--- src/rtl/relu_maxpool2x2_pkg.sv ---
// Shared constants and helpers for the ReLU + 2x2 max-pool stage.
// Samples are IEEE-754 single-precision words.
package relu_maxpool2x2_pkg;

    localparam int FP_WIDTH    = 32;
    localparam int FP_SIGN_BIT = FP_WIDTH - 1;
    localparam logic [FP_WIDTH-1:0] FP_ZERO = 32'h0000_0000;

    // After ReLU every word is non-negative, so an unsigned word compare orders values.
    function automatic logic [FP_WIDTH-1:0] fp_max(input logic [FP_WIDTH-1:0] a,
                                                   input logic [FP_WIDTH-1:0] b);
        return (a > b) ? a : b;
    endfunction

endpackage

--- src/rtl/relu_maxpool2x2_relu_fp.sv ---
// Combinational ReLU on a single-precision word.
// Any word with the sign bit set, including -0.0, becomes +0.0.
import relu_maxpool2x2_pkg::*;

module relu_fp (
    input  logic [FP_WIDTH-1:0] sample,
    output logic [FP_WIDTH-1:0] result
);

    // Sign test and zero substitution
    always_comb begin
        result = sample;
        if (sample[FP_SIGN_BIT]) begin
            result = FP_ZERO;
        end else begin
            result = sample;
        end
    end

endmodule

--- src/rtl/relu_maxpool2x2.sv ---
// Streaming ReLU followed by 2x2/stride-2 max pooling over a raster-order
// WIDTH x WIDTH feature map, one output per completed window.
import relu_maxpool2x2_pkg::*;

module relu_maxpool2x2 #(
    parameter int DATA_WIDTH = 32,
    parameter int WIDTH      = 32
) (
    input  logic                  clk,
    input  logic                  rst,
    input  logic [DATA_WIDTH-1:0] data_in,
    input  logic                  valid_in,
    output logic [DATA_WIDTH-1:0] data_out,
    output logic                  valid_out,
    output logic                  frame_done
);

    localparam int CW    = (WIDTH > 2) ? $clog2(WIDTH) : 1;
    localparam int HW    = (WIDTH > 2) ? $clog2(WIDTH / 2) : 1;
    localparam int HALF  = WIDTH / 2;

    generate
        if ((WIDTH % 2) != 0) begin : g_odd_width
            $error("relu_maxpool2x2: WIDTH must be even");
        end
        if (DATA_WIDTH != FP_WIDTH) begin : g_bad_data_width
            $error("relu_maxpool2x2: DATA_WIDTH must equal the single-precision width");
        end
    endgenerate

    logic [CW-1:0]         col_r;
    logic [CW-1:0]         row_r;
    logic [FP_WIDTH-1:0]   pair_r;
    logic [FP_WIDTH-1:0]   linebuf_r [HALF];

    logic [FP_WIDTH-1:0]   relu_s;
    logic [FP_WIDTH-1:0]   pair_max_s;
    logic [FP_WIDTH-1:0]   win_max_s;
    logic [HW-1:0]         half_idx_s;
    logic                  last_col_s;
    logic                  last_row_s;
    logic                  lb_write_s;

    relu_fp u_relu_fp (
        .sample (data_in),
        .result (relu_s)
    );

    // Window position decode and the running maxima for the current pixel
    always_comb begin
        half_idx_s = HW'(col_r >> 1);
        last_col_s = (col_r == CW'(WIDTH - 1));
        last_row_s = (row_r == CW'(WIDTH - 1));
        lb_write_s = valid_in & ~row_r[0] & col_r[0];
        pair_max_s = fp_max(pair_r, relu_s);
        win_max_s  = fp_max(pair_max_s, linebuf_r[half_idx_s]);
    end

    // Counters, pair register and registered outputs
    always_ff @(posedge clk) begin
        if (!rst) begin
            col_r      <= {CW{1'b0}};
            row_r      <= {CW{1'b0}};
            pair_r     <= FP_ZERO;
            data_out   <= FP_ZERO;
            valid_out  <= 1'b0;
            frame_done <= 1'b0;
        end else begin
            valid_out  <= 1'b0;
            frame_done <= 1'b0;
            if (valid_in) begin
                col_r <= last_col_s ? {CW{1'b0}} : col_r + CW'(1);
                if (last_col_s) begin
                    row_r <= last_row_s ? {CW{1'b0}} : row_r + CW'(1);
                end
                case ({row_r[0], col_r[0]})
                    2'b00, 2'b10: begin
                        pair_r <= relu_s;
                    end
                    2'b11: begin
                        data_out   <= win_max_s;
                        valid_out  <= 1'b1;
                        frame_done <= last_col_s & last_row_s;
                    end
                    default: begin
                        pair_r <= pair_r;
                    end
                endcase
            end
        end
    end

    // Line buffer: top-row pair maxima, always written before the odd row reads them
    always_ff @(posedge clk) begin
        if (rst && lb_write_s) begin
            linebuf_r[half_idx_s] <= pair_max_s;
        end
    end

endmodule

--- config.mk ---
export PLATFORM = sky130hd
export DESIGN_NAME = relu_maxpool2x2
export DESIGN_NICKNAME = d
export VERILOG_FILES = /design/src/rtl/relu_maxpool2x2_pkg.sv /design/src/rtl/relu_maxpool2x2_relu_fp.sv /design/src/rtl/relu_maxpool2x2.sv
export SDC_FILE = /design/constraint.sdc
export NUM_CORES = 1
export LEC_CHECK = 0
export CORE_MARGIN = 3
export CORE_UTILIZATION = 55
export DETAILED_ROUTE_END_ITERATION = 7
export DONT_BUFFER_PORTS = 1
export HOLD_SLACK_MARGIN = 0.15
export PLACE_DENSITY = 0.78
export SLEW_MARGIN = 20
export SYNTH_ARGS = -nofsm -noshare
export SYNTH_HDL_FRONTEND = slang
export SYNTH_SLANG_ARGS = --single-unit
--- constraint.sdc ---
create_clock -name clk -period 6 [get_ports clk]
set_input_delay 0.6 -clock clk [delete_from_list [all_inputs] [get_ports clk]]
set_output_delay 0.6 -clock clk [all_outputs]
set_load 0.01 [all_outputs]
==> out/results.tsv, run 1 <==
metric	value	unit
outcome	finished, final reports clean	
final worst path period share	0.897	
CP Data Arrival Time	5.89	ns
synth top area cells	edfxtp_1, mux4_2, dfxtp_1	
Post-route DRC	0	
CP Launch Type	primary input	
RSZ-0062 raised after global routing	no	
Cells after Synth	1377	
Layout Skew	0.0221	ns
routed vias	12960	
max-slew violations	0	
CTS Buffer Depth	3	
most common cell after layout, fill and taps aside	edfxtp_1	
Setup Viol. Count Final	0	
largest net degree at the start of global routing	89	
initial antenna violation count	0	
fraction of layout instances using a drive strength above 1	0.251	
Rows	76	
top-area cell type share of the netlist area	0.612	
n_diodes	0	
Leak Pwr	9.01	nW
R2R Path End	data_out[8]	
Seq/Total Area, Yosys	0.676	
min-delay src	rst	
number of synthesized flops with an enable pin	496	
area leader, netlist	edfxtp_1	
I/O Buffers	0	
Critical Path RT	6.51	ns
Worst Hold Class	in -> reg	
WL per Instance	28.7	um
total congestion overflow	0	
clk root buf	clkbuf_16	
worst skew pair latency	0.59	ns
metal3 WL	6110	um
post-synth cell types	47	
Worst Reg-to-Reg Cells	16	
CP max FO	31	
mapped cell area	24300	sq um
layout filler cell count	2937	
most frequent cells in the layout	edfxtp_1, mux4_2, nand2_1, inv_1, dfxtp_1	
I/O pin total	69	
Total Nets Final	1497	
total power	8.31	mW
first-pass GRT wire length	87100	um
Period minus WS final	5.38	ns
worst reg-to-reg setup slack	0.64	ns
Mean Syn Cell Area	17.7	sq um
DR WL met2	27900	um
crit path from	data_in[28]	
f_max	186	MHz
TritonCTS clock tree	done	
Die H	216	um
GRT Total Usage	0.252	
HPWL after DPL	31700	um
VDD IR-drop max	0.244	mV
RePlAce Congestion	0.815	
final hold violations	0	
number of DRC markers in iteration 0	1518	
vias in the first global route	13398	
TritonCTS buffer count	54	
core area	43400	sq um
Cells on Worst Hold Path	1	
final core utilization	0.621	
DR top layer	met4	
Clock transition at path regs	0.07	ns
PwrDens	309	nW/um^2
vias per inst	6.41	
die width	216	um
Ys Warns	0	
CP Capture Type	flop	
CTS Sinks	574	
FF-to-FF Start	pair_r[29]	
setup bufs post-CTS	0	
starting density of the core	0.562	
main flop type after synthesis	edfxtp_1	
Routed Antenna Nets	0	
drt pass-1 iters	7	
share of flip-flops with an asynchronous set or reset	0	
crit path kind	in -> reg	
full die area	46800	sq um
syn nets	1478	
final WL	58100	um
metal1 wirelength	22100	um
H-tree Lvls	2	
max cap viols	0	
Slew HR	0.313	
WHS Endpoint	pair_r[8]	
area grow syn2layout	10.6	%
Yosys reg bits	574	
worst-margin pin slew	1.03	ns
==> sequential cells by signal, indices dropped and copies added, names as in the netlist, named ones only <==
register,cells
linebuf_r,496
data_out,31
pair_r,31
col_r,5
row_r,5
frame_done,1
valid_out,1
==> per-stage QoR <==
step	TNS, ns	worst slack (ns)	cells	instance area (sq um)	hold slack [ns]
floorplan	0	1.25	1377	24300	0.448
global placement	-0.377	-0.0477	1921	25100	0.456
detailed placement	-4.68	-0.186	1921	25100	0.473
CTS	0	0.361	2022	26900	0.150
global route	0	0.216	2023	26900	0.156
finish	0	0.620	2023	26900	0.173
==> how the worst max path moves through the flow <==
stage                    to  slack [ns]  cells after the start
2_1_floorplan  data_out[10]        1.25                     22
6_report        data_out[8]        0.62                     18
3_5_place_dp   data_out[30]       -0.19                     18
4_1_cts        data_out[30]        0.36                     19
3_3_place_gp   data_out[30]       -0.05                     18
5_1_grt        data_out[30]        0.22                     19
==> power breakdown <==
| part | switching (mW) | leakage, nW | internal, mW |
|---|---|---|---|
| logic | 0.314 | 2.99 | 0.187 |
| clock network | 1.46 | 0.855 | 1.94 |
| registers | 0.0227 | 5.17 | 4.39 |
| total | 1.79 | 9.01 | 6.52 |
==> synthesized netlist by cell type (7+ instances only) <==
cell type  count
dfxtp_1       78
inv_1         94
buf_1          7
buf_2         10
mux2i_1       33
buf_6          9
clkbuf_1      43
a21boi_0      36
nand4_1       10
o211ai_2      60
nand2_1      114
nor2b_1       40
nor2_1        16
mux4_2       155
nand3_1        8
edfxtp_1     496
a21oi_1       25
a21o_1         7
ha_1          66
o21ai_0        9
==> repair_timing <==
| item | 4_1_cts | 5_1_grt |
|---|---|---|
| hold buffers | 3 | 1 |
| endpoints found under the setup margin | 0 | 31 |
| resized for setup | 0 | 1 |
| hold endpoints to repair | 26 | 1 |
==> per-layer routing <==
metal	global-route usage	vias to the layer above
met5	0	-
met4	0.0830	0
met3	0.0499	125
met2	0.406	712
met1	0.353	6675
li1	-	5448
==> kinds of logic after synthesis <==
logic type | after synthesis | synth area share
buffers and inverters | 169 | 0.0309
AO/OA/AOI/OAI | 157 | 0.0574
other | 1 | 0.000154
flip-flops | 574 | 0.676
multiplexers | 188 | 0.157
AND/OR/NAND/NOR | 221 | 0.0445
XOR/XNOR | 1 | 0.000360
adder cells (fa/ha/maj) | 66 | 0.0339
==> cell type report <==
class / instances / area (sq um) / share of cell area
clock buffer: 65 / 1410 / 0.0524
multi-input combinational: 634 / 7280 / 0.270
timing repair buffer: 38 / 345 / 0.0128
tap: 585 / 732 / 0.0272
inverter: 94 / 353 / 0.0131
clock inverter: 33 / 350 / 0.0130
sequential: 574 / 16500 / 0.611
==> worst max-delay path, stage by stage <==
cell and delay (ns):
nor2b_1 0.34, inv_1 0.09, ha_1 0.28, nand3_1 0.13, nor4_2 0.45, nand2_1 0.10
o211ai_1 0.14, a22o_4 0.57, mux2i_1 0.63, inv_1 0.43, ha_1 0.45, nand4_1 0.20
a2111o_1 0.35, o211ai_2 0.11, a21oi_4 0.08, or3b_2 0.49, buf_4 0.24, o211ai_2 0.18
(Power assumes the default switching activity.)
==> run 2: changes to the inputs <==
--- a/config.mk
+++ b/config.mk
@@ -9,6 +9,7 @@
 export CORE_UTILIZATION = 55
 export DETAILED_ROUTE_END_ITERATION = 7
 export DONT_BUFFER_PORTS = 1
+export GPL_TIMING_DRIVEN = 0
 export HOLD_SLACK_MARGIN = 0.15
 export PLACE_DENSITY = 0.78
 export SLEW_MARGIN = 20
==> run 2 against run 1 <==
Sequential power about the same. Setup slack got worse by 0.32 ns. Critical path depth grew 4. Global-route usage grew 0.89 points. Critical path type unchanged. Combinational power grew 10%. Sequential share of layout area is 1.3 points lower. Register-to-register slack got worse by 0.10 ns. Non-clock buffer count increased by 96.
==> out/results.tsv, run 2 (synthesized netlist as in run 1, its figures left out) <==
metric	value	unit
final worst path period share	0.951	
PwrDens	296	nW/um^2
Global Route met2 Usage	0.427	
Post-CTS Resized	0	
Rows	76	
largest reg by FF count	linebuf_r	
Placed Area	25800	sq um
Clock transition at path regs	0.06	ns
layout filler cell count	2904	
Critical Path RT	6.49	ns
Leak Pwr	9.35	nW
I/O Buffers	0	
vias per inst	6.38	
WHS Endpoint	pair_r[30]	
I/O pin total	69	
final core utilization	0.634	
Slew HR	0.290	
Total Nets Final	1593	
clk root buf	clkbuf_16	
total power	8.14	mW
setup slack after layout	0.295	ns
area grow syn2layout	12.9	%
met1 Usage GRT	0.350	
Layout Skew	0.0174	ns
Die H	216	um
max cap viols	0	
H-tree Lvls	2	
drt pass-1 iters	5	
f_max	175	MHz
Post-route DRC	0	
hold-fix buffers at CTS	0	
setup bufs post-CTS	0	
most frequent cells in the layout	edfxtp_1, mux4_2, nand2_1, inv_1, dfxtp_1	
total congestion overflow	0	
CTS Sinks	574	
RSZ-0062 raised after global routing	no	
most common cell after layout, fill and taps aside	edfxtp_1	
die width	216	um
starting density of the core	0.562	
final WL	60700	um
outcome	finished, final reports clean	
CP Launch Type	primary input	
Setup Viol. Count Final	0	
fraction of layout instances using a drive strength above 1	0.263	
full die area	46800	sq um
number of DRC markers in iteration 0	1866	
Routed Antenna Nets	0	
VDD IR-drop max	0.217	mV
Largest regs	linebuf_r (496), data_out (31), pair_r (31)	
Worst Hold Class	in -> reg	
GRT Total Usage	0.261	
Worst Reg-to-Reg Cells	19	
met3 GRT Util	0.0630	
Cells on Worst Hold Path	1	
RePlAce Congestion	0.836	
Period minus WS final	5.70	ns
max reg flops	496	
TritonCTS clock tree	done	
R2R Path End	data_out[26]	
core area	43400	sq um
HPWL after DPL	41200	um
first-pass GRT wire length	89500	um
min-delay src	rst	
vias in the first global route	14036	
WL per Instance	28.6	um
CP Data Arrival Time	6.20	ns
worst skew pair latency	0.58	ns
max-slew violations	0	
CTS Buffer Depth	3	
FF-to-FF Start	pair_r[27]	
TritonCTS buffer count	54	
CP max FO	17	
n_diodes	0	
largest net degree at the start of global routing	19	
worst-margin pin slew	1.06	ns
CP Capture Type	flop	
crit path kind	in -> reg	
final hold slack	0.178	ns
dpl ws	-0.381	ns
routed vias	13527	
worst reg-to-reg setup slack	0.54	ns
design area	27500	sq um
final hold violations	0	
Top Usage Layer GRT	met2	
initial antenna violation count	0	
==> run 2: cell count changes in the layout (fill, tap and decap cells not counted), sizes merged <==
cell / change
clkbuf: +53
buf: +52
bufinv: -4
clkinv: +4
dlygate4sd3: -4
clkinvlp: -3
inv: -2
==> run 2: critical path: stages <==
cell and delay, ns:
clkbuf_1 0.25, nor2b_1 0.28, inv_1 0.07, ha_1 0.29, nand3_1 0.14, nor4_2 0.45, nand2_1 0.12, o211ai_1 0.16
a22o_1 0.18, buf_2 0.13, buf_4 0.25, mux2i_1 0.59, inv_1 0.42, ha_1 0.46, nand4_1 0.24, a2111o_1 0.47
o211ai_2 0.09, a21oi_2 0.11, or3b_1 0.37, buf_2 0.16, buf_6 0.17, o211ai_2 0.16
==> run 2: worst max path at each step <==
stage,cells after the start,slack (ns),start,to
CTS,22,0.17,data_in[31],data_out[19]
detailed placement,21,-0.38,data_in[31],data_out[0]
global placement,3,-2.70,valid_in,linebuf_r[4][4]
floorplan,22,1.25,data_in[31],data_out[10]
global route,21,0.007,data_in[31],data_out[0]
finish,22,0.30,data_in[31],data_out[26]
==> run 2: metrics by stage <==
stage	setup TNS [ns]	instances
6_report	0	2119
5_1_grt	0	2119
4_1_cts	0	2119
3_5_place_dp	-8.91	2021
3_3_place_gp	-386.25	1962
2_1_floorplan	0	1377
==> run 2: layout make-up <==
type                       instances  area, sq um  area share
sequential                       574        16500       0.599
multi-input combinational        634         7250       0.264
clock buffer                      70         1440      0.0525
tap                              585          732      0.0266
timing repair buffer              59          656      0.0239
buffer                            75          409      0.0149
inverter                          94          353      0.0128
clock inverter                    28          188     0.00683
==> run 2: power breakdown <==
group | switching [mW] | internal (mW) | leakage (nW)
sequential | 0.0101 | 4.39 | 5.17
combinational | 0.356 | 0.194 | 3.38
clock | 1.41 | 1.78 | 0.805
total | 1.78 | 6.36 | 9.35
==> run 2: metal layers <==
metal  wire length [um]  vias up
met5                  0        -
met4               2140        0
met3               6480      165
met2              29600      830
met1              22400     6881
li1                   -     5651
